## config.mk

```make
export PLATFORM = sky130hd
export DESIGN_NAME = finv_newton_flat
export DESIGN_NICKNAME = d
export VERILOG_FILES = /design/src/rtl/finv_pkg.sv /design/src/rtl/finv_newton_if.sv /design/src/rtl/finv_fxmul.sv /design/src/rtl/finv_newton.sv /design/src/flat_wrapper.sv
export SDC_FILE = /design/constraint.sdc
export NUM_CORES = 2
export LEC_CHECK = 0
export CAP_MARGIN = 20
export CORE_MARGIN = 2
export CORE_UTILIZATION = 30
export CTS_CLUSTER_DIAMETER = 30
export CTS_CLUSTER_SIZE = 10
export DETAILED_ROUTE_END_ITERATION = 8
export PLACE_DENSITY = 0.57
export SLEW_MARGIN = 5
export SYNTH_ARGS = -nofsm -noshare
export SYNTH_HDL_FRONTEND = slang
export SYNTH_HIERARCHICAL = 1
export SYNTH_SLANG_ARGS = --single-unit
```

## constraint.sdc

```tcl
create_clock -name clk -period 9.1 [get_ports clk]
set_input_delay 1.365 -clock clk [delete_from_list [all_inputs] [get_ports clk]]
set_output_delay 1.365 -clock clk [all_outputs]
set_load 0.1 [all_outputs]
```

## src/rtl/finv_pkg.sv

```systemverilog
// Shared definitions for the reciprocal Newton-Raphson refinement stage.
//   FRAC_DEF     : default fraction width of the internal Q1.FRAC format
//   ITER_DEF     : default number of Newton iterations
//   q1_t         : Q1.FRAC unsigned fixed-point word at the default width
//   finv_state_t : refinement FSM states
package finv_pkg;

  localparam int unsigned FRAC_DEF = 26;
  localparam int unsigned ITER_DEF = 2;

  typedef logic [FRAC_DEF:0] q1_t;

  typedef enum logic [1:0] {
    StIdle,
    StMulT,
    StMulR,
    StOut
  } finv_state_t;

endpackage

```

## src/rtl/finv_newton_if.sv

```systemverilog
// Request/response bundle of the reciprocal refinement stage.
//   x, y0  : operand and its table seed (requester -> stage)
//   ready  : request strobe (requester -> stage)
//   busy   : stage occupied (stage -> requester)
//   valid  : one-cycle result strobe (stage -> requester)
//   y      : registered reciprocal (stage -> requester)
interface finv_newton_if;

  logic [31:0] x;
  logic [31:0] y0;
  logic        ready;
  logic        busy;
  logic        valid;
  logic [31:0] y;

  modport master (
    output x,
    output y0,
    output ready,
    input  busy,
    input  valid,
    input  y
  );

  modport slave (
    input  x,
    input  y0,
    input  ready,
    output busy,
    output valid,
    output y
  );

endinterface

```

## src/rtl/finv_fxmul.sv

```systemverilog
// Combinational unsigned Q1.FRAC x Q1.FRAC multiplier, truncating to Q1.FRAC.
//   a_i, b_i : Q1.FRAC operands
//   p_o      : product truncated to Q1.FRAC (integer bit 1 dropped)
//   ovf_o    : product >= 2.0, i.e. not representable in Q1.FRAC
module finv_fxmul
  import finv_pkg::*;
#(
  parameter int unsigned FRAC = FRAC_DEF
) (
  input  logic [FRAC:0] a_i,
  input  logic [FRAC:0] b_i,
  output logic [FRAC:0] p_o,
  output logic          ovf_o
);

  logic [2*FRAC+1:0] prod;
  logic [FRAC-1:0]   unused_lsb;

  always_comb begin
    prod       = {{(FRAC + 1){1'b0}}, a_i} * {{(FRAC + 1){1'b0}}, b_i};
    p_o        = prod[2*FRAC:FRAC];
    ovf_o      = prod[2*FRAC+1];
    unused_lsb = prod[FRAC-1:0];
  end

endmodule

```

## src/rtl/finv_newton.sv

```systemverilog
// Newton-Raphson refinement of a reciprocal seed: r <- r * (2 - mx * r),
// ITER iterations on one shared Q1.FRAC multiplier, then repacked as an
// IEEE-754 single using the seed's sign and exponent.
//   clk  : clock
//   rstn : asynchronous active-low reset
//   bus  : request (x, y0, ready) / response (busy, valid, y) bundle
module finv_newton
  import finv_pkg::*;
#(
  parameter int unsigned ITER = ITER_DEF,
  parameter int unsigned FRAC = FRAC_DEF
) (
  input  logic          clk,
  input  logic          rstn,
  finv_newton_if.slave  bus
);

  localparam int unsigned CntW = (ITER > 1) ? $clog2(ITER) : 1;
  // Distance between the 23-bit IEEE mantissa LSB and the Q1.FRAC LSB.
  localparam int unsigned Pad  = FRAC - 23;

  finv_state_t   state_q;
  logic [CntW-1:0] cnt_q;
  logic [FRAC:0] mx_q, r_q, t_q;
  logic          t_ovf_q;
  logic [31:0]   y0_q, y_q;
  logic          bypass_q, valid_q, busy_q;

  logic [FRAC:0]   mx_in, r0_in;
  logic            bypass_in;
  logic            unused_xsign;
  logic [FRAC+1:0] c_full;
  logic [FRAC:0]   c;
  logic [FRAC:0]   mul_a, mul_b, mul_p;
  logic            mul_ovf;
  logic [22:0]     mant;
  logic [31:0]     y_new;

  // Operand decode: mx in [1,2), r0 = seed significand / 2 in [0.5,1).
  always_comb begin
    mx_in        = (FRAC + 1)'({1'b1, bus.x[22:0]}) << Pad;
    r0_in        = ((FRAC + 1)'({1'b1, bus.y0[22:0]}) << Pad) >> 1;
    // Zero exponent or exact power of two: the seed is already the answer.
    bypass_in    = (bus.x[30:23] == 8'd0) || (bus.x[22:0] == 23'd0);
    unused_xsign = bus.x[31];
  end

  // c = 2 - t in FRAC+2 bits; t >= 2 clamps to 0, t == 0 saturates below 2.
  always_comb begin
    c_full = {2'b10, {FRAC{1'b0}}} - {1'b0, t_q};
    if (t_ovf_q) begin
      c = '0;
    end else if (c_full[FRAC+1]) begin
      c = '1;
    end else begin
      c = c_full[FRAC:0];
    end
  end

  // Shared multiplier: mx*r while forming t, r*c while updating r.
  always_comb begin
    mul_a = mx_q;
    mul_b = r_q;
    if (state_q == StMulR) begin
      mul_a = r_q;
      mul_b = c;
    end
  end

  finv_fxmul #(
    .FRAC (FRAC)
  ) u_fxmul (
    .a_i   (mul_a),
    .b_i   (mul_b),
    .p_o   (mul_p),
    .ovf_o (mul_ovf)
  );

  // Result packing: mantissa sits below the leading 1 at weight 2^-1.
  always_comb begin
    mant  = r_q[FRAC] ? '1 : r_q[FRAC-2 -: 23];
    y_new = bypass_q ? y0_q : {y0_q[31:23], mant};
  end

  always_ff @(posedge clk or negedge rstn) begin
    if (!rstn) begin
      state_q  <= StIdle;
      cnt_q    <= '0;
      mx_q     <= '0;
      r_q      <= '0;
      t_q      <= '0;
      t_ovf_q  <= 1'b0;
      y0_q     <= '0;
      y_q      <= '0;
      bypass_q <= 1'b0;
      valid_q  <= 1'b0;
      busy_q   <= 1'b0;
    end else begin
      valid_q <= 1'b0;
      case (state_q)
        StIdle: begin
          busy_q <= 1'b0;
          if (bus.ready) begin
            mx_q     <= mx_in;
            r_q      <= r0_in;
            y0_q     <= bus.y0;
            bypass_q <= bypass_in;
            cnt_q    <= '0;
            state_q  <= StMulT;
          end
        end
        StMulT: begin
          busy_q  <= 1'b1;
          t_q     <= mul_p;
          t_ovf_q <= mul_ovf;
          state_q <= StMulR;
        end
        StMulR: begin
          busy_q <= 1'b1;
          // r*c >= 2 only for a corrupt seed; pin r high so the mantissa saturates.
          r_q    <= mul_ovf ? '1 : mul_p;
          if (cnt_q == CntW'(ITER - 1)) begin
            state_q <= StOut;
          end else begin
            cnt_q   <= cnt_q + CntW'(1);
            state_q <= StMulT;
          end
        end
        StOut: begin
          busy_q  <= 1'b1;
          valid_q <= 1'b1;
          y_q     <= y_new;
          state_q <= StIdle;
        end
        default: state_q <= StIdle;
      endcase
    end
  end

  assign bus.busy  = busy_q;
  assign bus.valid = valid_q;
  assign bus.y     = y_q;

endmodule

```

## src/flat_wrapper.sv

```systemverilog
// flat-port wrapper written by rule: the top's interface ports become plain ports
module finv_newton_flat import finv_pkg::*;
#(
  parameter int unsigned ITER = ITER_DEF,
  parameter int unsigned FRAC = FRAC_DEF
)
  (clk, rstn, bus_x, bus_y0, bus_ready, bus_busy, bus_valid, bus_y);
  finv_newton_if bus_i ();
  input  logic clk;
  input  logic rstn;
  input wire logic [$bits(bus_i.x)-1:0] bus_x;
  input wire logic [$bits(bus_i.y0)-1:0] bus_y0;
  input wire logic [$bits(bus_i.ready)-1:0] bus_ready;
  output wire logic [$bits(bus_i.busy)-1:0] bus_busy;
  output wire logic [$bits(bus_i.valid)-1:0] bus_valid;
  output wire logic [$bits(bus_i.y)-1:0] bus_y;
  assign bus_i.x = bus_x;
  assign bus_i.y0 = bus_y0;
  assign bus_i.ready = bus_ready;
  assign bus_busy = bus_i.busy;
  assign bus_valid = bus_i.valid;
  assign bus_y = bus_i.y;
  finv_newton #(.ITER(ITER), .FRAC(FRAC)) u_core (.clk(clk), .rstn(rstn), .bus(bus_i));
endmodule
```

==> Word-level counts from Yosys, hierarchy flattened <==
Cells that the tools add are included.
{ "word_totals": {"regBits": 149, "out_inout_bits": 34} }
{ "classes": {"add_sub_neg": 2, "multipliers": 1, "n_eq_ne": 4, "mux": 17, "n_reduce_logical": 8} }
{ "ops": {"columns": ["cell", "count"], "rows": [
  ["$mux 27", 6],
  ["$mul 27x27->54", 1],
  ["$pmux 27 s2", 1],
  ["$mux 23", 2],
  ["$sub 28x27->28 const A", 1],
  ["$logic_not 23->1", 1],
  ["$logic_not 8->1", 1],
  ["$pmux 2 s4", 1],
  ["$eq 2x2->1 const B", 2],
  ["$mux 2", 2],
  ["$pmux 1 s2", 2],
  ["$reduce_and 2->1", 2],
  ["$mux 1", 3],
  ["$reduce_or 3->1", 1],
  ["$eq 2x1->1 const B", 1],
  ["$logic_not 2->1", 1],
  ["$ne 2x2->1 const B", 1],
  ["$reduce_bool 2->1", 1],
  ["$add 1x1->1 const B", 1],
  ["$logic_or 1x1->1", 1]
]} }

==> Depth between registers and ports, before layout <==
{ "depth": {"ltp_word": 7, "depth_mapped": 38, "mapped_depth_nobuf": 34} }

==> By module <==
Netlist, hierarchy kept.
{ "by_module_without_submodules": {"columns": ["mod", "n_inst", "cells_per_inst", "area_per_inst_um2", "seq_area_each_um2"], "rows": [
  ["finv_fxmul", 1, 2663, 23130.9, 0.0],
  ["finv_newton", 1, 744, 7285.7, 3728.6]
]} }

==> Least setup slack after synthesis <==
Ideal clock, no wire load.
{ "synth_timing": {"path_kind": "register -> register", "start": "reg u_core.t_q[18]", "end": "reg u_core.r_q[10]", "setup_ps": 137, "arrival_ps": 8960, "required_time_ps": 8963, "slack_ps": 3, "stages_incl_launch_ff": 36, "path_buffers": 5, "period_less_slack_ps": 9097, "cell_sequence": "dfrtp_1 -> or4_4 -> or2_4 -> nor4_4 -> buf_6 -> o21ai_0 -> nand2_1 -> clkbuf_1 -> clkbuf_1 -> nand2_1 -> fa_1 -> inv_1 -> fa_1 -> inv_1 -> fa_1 -> fa_1 -> inv_1 -> fa_1 -> fa_1 -> inv_1 -> fa_1 -> inv_1 -> ha_1 -> nand2_2 -> or4_4 -> a2111o_1 -> a21oi_1 -> o21ai_0 -> nand3_1 -> a31oi_1 -> xnor2_1 -> or3_1 -> clkbuf_1 -> clkbuf_1 -> o22ai_1 -> a21oi_1"} }
{ "synth_via": {"elab_chain_len": 7} }
{ "synth_lines": {"columns": ["element", "line_no", "rtl"], "rows": [
  ["from (decl)", "finv_newton.sv:24", "logic [FRAC:0] mx_q, r_q, t_q;"],
  ["from (signal assigned)", "finv_newton.sv:114", "t_q <= mul_p;"],
  ["$sub 28x27->28", "finv_newton.sv:50", "c_full = {2'b10, {FRAC{1'b0}}} - {1'b0, t_q};"],
  ["$mux 27", "finv_newton.sv:53", "end else if (c_full[FRAC+1]) begin"],
  ["$mux 27", "finv_newton.sv:51", "if (t_ovf_q) begin"],
  ["$mux 27", "finv_newton.sv:64", "if (state_q == StMulR) begin"],
  ["net u_core.mul_b[6]", "finv_newton.sv:34", "logic [FRAC:0] mul_a, mul_b, mul_p;"],
  ["$mul 27x27->54", "finv_fxmul.sv:20", "prod = {{(FRAC + 1){1'b0}}, a_i} * {{(FRAC + 1){1'b0}}, b_i};"],
  ["net u_core.mul_ovf", "finv_newton.sv:35", "logic mul_ovf;"],
  ["$mux 27", "finv_newton.sv:121", "r_q <= mul_ovf ? '1 : mul_p;"],
  ["$pmux 27 s2", "finv_newton.sv:100", "case (state_q)"],
  ["to (signal assigned)", "finv_newton.sv:105", "r_q <= r0_in;"],
  ["to (signal assigned)", "finv_newton.sv:121", null],
  ["to (decl)", "finv_newton.sv:24", null]
]} }
The timed path passes the listed nets, and every way through them passes these cells.
A chain may end at the register's enable or synchronous reset.

==> Final worst setup path <==
{ "layout_timing": {"start": "reg u_core.t_q[18]", "end": "reg u_core.r_q[3]"} }
The elaborated chain is that of the path after synthesis.

==> flow_summary.ini <==
[worst_setup_path]
worstPathRequired_ns = 9.40
crit_path_max_fanout = 6
worst_setup_path_end_kind = flip-flop
r2r_end = u_core/r_q[3]
crit_top_cell = fa_1
r2r_cells = 30
r2r-start = u_core/t_q[18]
crit_slowest_cell = fa_1
slowest_delay_ns = 0.59
critPathBufInv = 6
crit_family = adder cells
r2r_slack_ns = -0.06
crit_arrival_ns = 9.46
path_class = reg -> reg
start_kind = flip-flop

[timing]
hold_viol_final = 0
finalWorstSetupSlack_ns = -0.0618
whs_ns = 0.472
skew_ns = 0.0106
setup_viol = 18
slew_viol_final = 0
relSlewSlack = 0.315
fin_crit_ns = 9.16
worstMarginPinSlew_ns = 1.02
max_freq_mhz = 109
rsz0062_at_grt = true
min_period_over_period = 1.01

[floorplanning]
io_pins = 101
die_area_um2 = 104000
start_util = 0.303
core-area_um2 = 100000
chipWidth_um = 322
rows = 116
die_h_um = 322

[detailed_routing]
dr.pass1.iters = 5
viasPerCell = 4.68
dr.first_iter.drc_count = 1392
wl_per_cell_um = 16.7
wl_um = 83900
drtAntennaViolNets = 0
vias = 23500
drc = 0

[outcome]
violations = negative setup slack
outcome = complete, but fails checks

[synthesis]
synth_area_um2 = 30400
syn-instance-count = 3407
synthDistinctLibCells = 80
syn_avg_cell_area_um2 = 8.93
ys_top_cells_by_area = fa_1 41%, dfrtp_1 12%, inv_1 9.0%
synth_edf_count = 0
synth_ff_type = dfrtp_1
ys_warn_count = 6
ys_seq_area_frac = 0.123
yosysTopAreaCell = fa_1
synth_top_area_frac = 0.410
ys_ff_latch = 149
synth_async_sr_flop_share = 1.00
syn_nets = 4286

[cts]
cts-root-buf = clkbuf_16
cts_tree = done
clk_path_buf_depth = 2
htreeDepth = 4
clk_pin_slew_ns = 0.06
clock_latency_ns = 0.43
cts_sinks = 149
cts_made_buffers = 17

[finish]
postLayoutCellArea_um2 = 36600
fill_cells = 10300
instances_no_fill = 5010
syn2layout_area_growth_pct = 20.3
drive_gt1_frac = 0.160
nNetsFinal = 4518

[min_path]
hold_end = u_core/state_q[1]
min_path_cells = 2
hp-start = u_core/cnt_q
hp-class = reg -> reg

[grt]
overflow = 0
track_usage = 0.165
grt_pass1_wl_um = 135000
grt_pass1_vias = 24500
grt_max_degree = 102
antenna_found_initial = 1

[placement]
dp_hpwl_um = 68400
port_buffers = 99
place_inst = 4930
place_area_um2 = 34800
gp_congestion = 0.891

[run]
drv_cap = 0
==> metal layers <==
layer	routed length [um]	share of wire	track usage	vias to the layer above
li1	-	-	-	10700
met2	43600	0.52	0.298	454
met1	35500	0.42	0.213	12300
met5	0	0	0	-
met3	3380	0.040	0.0165	74
met4	1360	0.016	0.0316	0
==> cells in the final DEF (no fill, tap or decap), drive strengths merged, types with 15 or more instances in the layout <==
cell	instances
xnor2	23
nand2	638
nor2	82
and2	266
clkbuf	24
xor2	20
a21oi	97
mux2	92
nand3	15
nand4	16
nor3	18
clkdlybuf4s50	98
o21ai	66
inv	735
buf	303
a21o	24
o22ai	46
fa	623
ha	189
dfrtp	149
==> sequential cells by signal, summed over array words and instances, names as in the netlist <==
| register | cells |
|---|---|
| u_core/state_q | 2 |
| u_core/bypass_q | 1 |
| u_core/t_q | 27 |
| u_core/y0_q | 32 |
| u_core/t_ovf_q | 1 |
| u_core/bus.busy | 1 |
| u_core/r_q | 27 |
| u_core/bus.y | 32 |
| u_core/cnt_q | 1 |
| u_core/mx_q | 24 |
| u_core/bus.valid | 1 |
==> area by class of cell <==
| cell class | count | area [um^2] | area share |
|---|---|---|---|
| multi-input combinational | 2332 | 23800 | 0.651 |
| timing repair buffer | 406 | 4040 | 0.110 |
| sequential | 149 | 3730 | 0.102 |
| inverter | 733 | 2750 | 0.0752 |
| tap | 1357 | 1700 | 0.0464 |
| clock buffer | 20 | 467 | 0.0128 |
| clock inverter | 11 | 77.6 | 0.00212 |
| antenna | 2 | 5.00 | 0.000137 |
==> worst max path at each step <==
stage                        start              to  cells after the start
CTS                  u_core/t_q[0]   u_core/r_q[5]                     33
finish              u_core/t_q[18]   u_core/r_q[3]                     30
global placement    u_core/t_q[18]  u_core/r_q[23]                     31
global route        u_core/t_q[18]  u_core/r_q[15]                     33
floorplan           u_core/t_q[18]  u_core/r_q[10]                     35
detailed placement  u_core/t_q[18]  u_core/r_q[14]                     31
==> synthesized netlist by cell type (3+ instances only) <==
cell      number
inv_1        732
nand2_1      636
fa_1         623
and2_1       265
ha_1         189
clkbuf_1     183
dfrtp_1      149
a21oi_1       92
mux2_2        92
nor2_1        80
o21ai_0       61
o22ai_1       46
a21o_1        24
xnor2_1       23
xor2_1        20
nor3_1        16
nand3_1       15
nand4_1       15
nor4_1        10
and3_1         9
o211ai_1       6
or2_2          6
or3_1          6
a21oi_2        5
buf_1          5
o21bai_1       5
or4_1          5
mux2i_1        4
nor2b_1        4
o21a_1         4
o31ai_1        4
a211oi_1       3
a31oi_1        3
buf_2          3
nand3b_1       3
o21ai_1        3
==> worst min-delay path, cell delays in order (launching register included) <==
cell	delay, ns
dfrtp_1	0.34
nand2_1	0.05
nand2_1	0.05
==> kinds of logic after synthesis <==
logic type / Yosys count / synth area share
adder cells (fa/ha/maj): 812 / 0.488
buffers and inverters: 926 / 0.115
flip-flops: 149 / 0.123
AND/OR/NAND/NOR: 1093 / 0.167
multiplexers: 96 / 0.0354
XOR/XNOR: 43 / 0.0124
AO/OA/AOI/OAI: 288 / 0.0598
==> repair_timing <==
| action | in CTS | in global routing |
|---|---|---|
| setup endpoints to repair | 34 | 41 |
| gates cloned | 4 | 6 |
| gates resized for setup | 63 | 115 |
| buffers inserted | 14 | 27 |
| hold buffers | 0 | 0 |
| hold endpoints to repair | 0 | 0 |
| pin swaps | 33 | 84 |
==> stage by stage <==
step	setup WS, ns	setup TNS [ns]	util
3_5_place_dp	-0.406	-9.50	0.347
6_report	-0.0618	-0.506	0.365
4_1_cts	-0.0511	-0.481	0.358
3_3_place_gp	-0.349	-8.20	0.347
2_1_floorplan	0.00277	0	-
5_1_grt	-0.282	-6.02	0.365
Power is left out: the tool's default activity adds up to more than one toggle a clock period on the data nets, which glitch-free logic cannot reach.
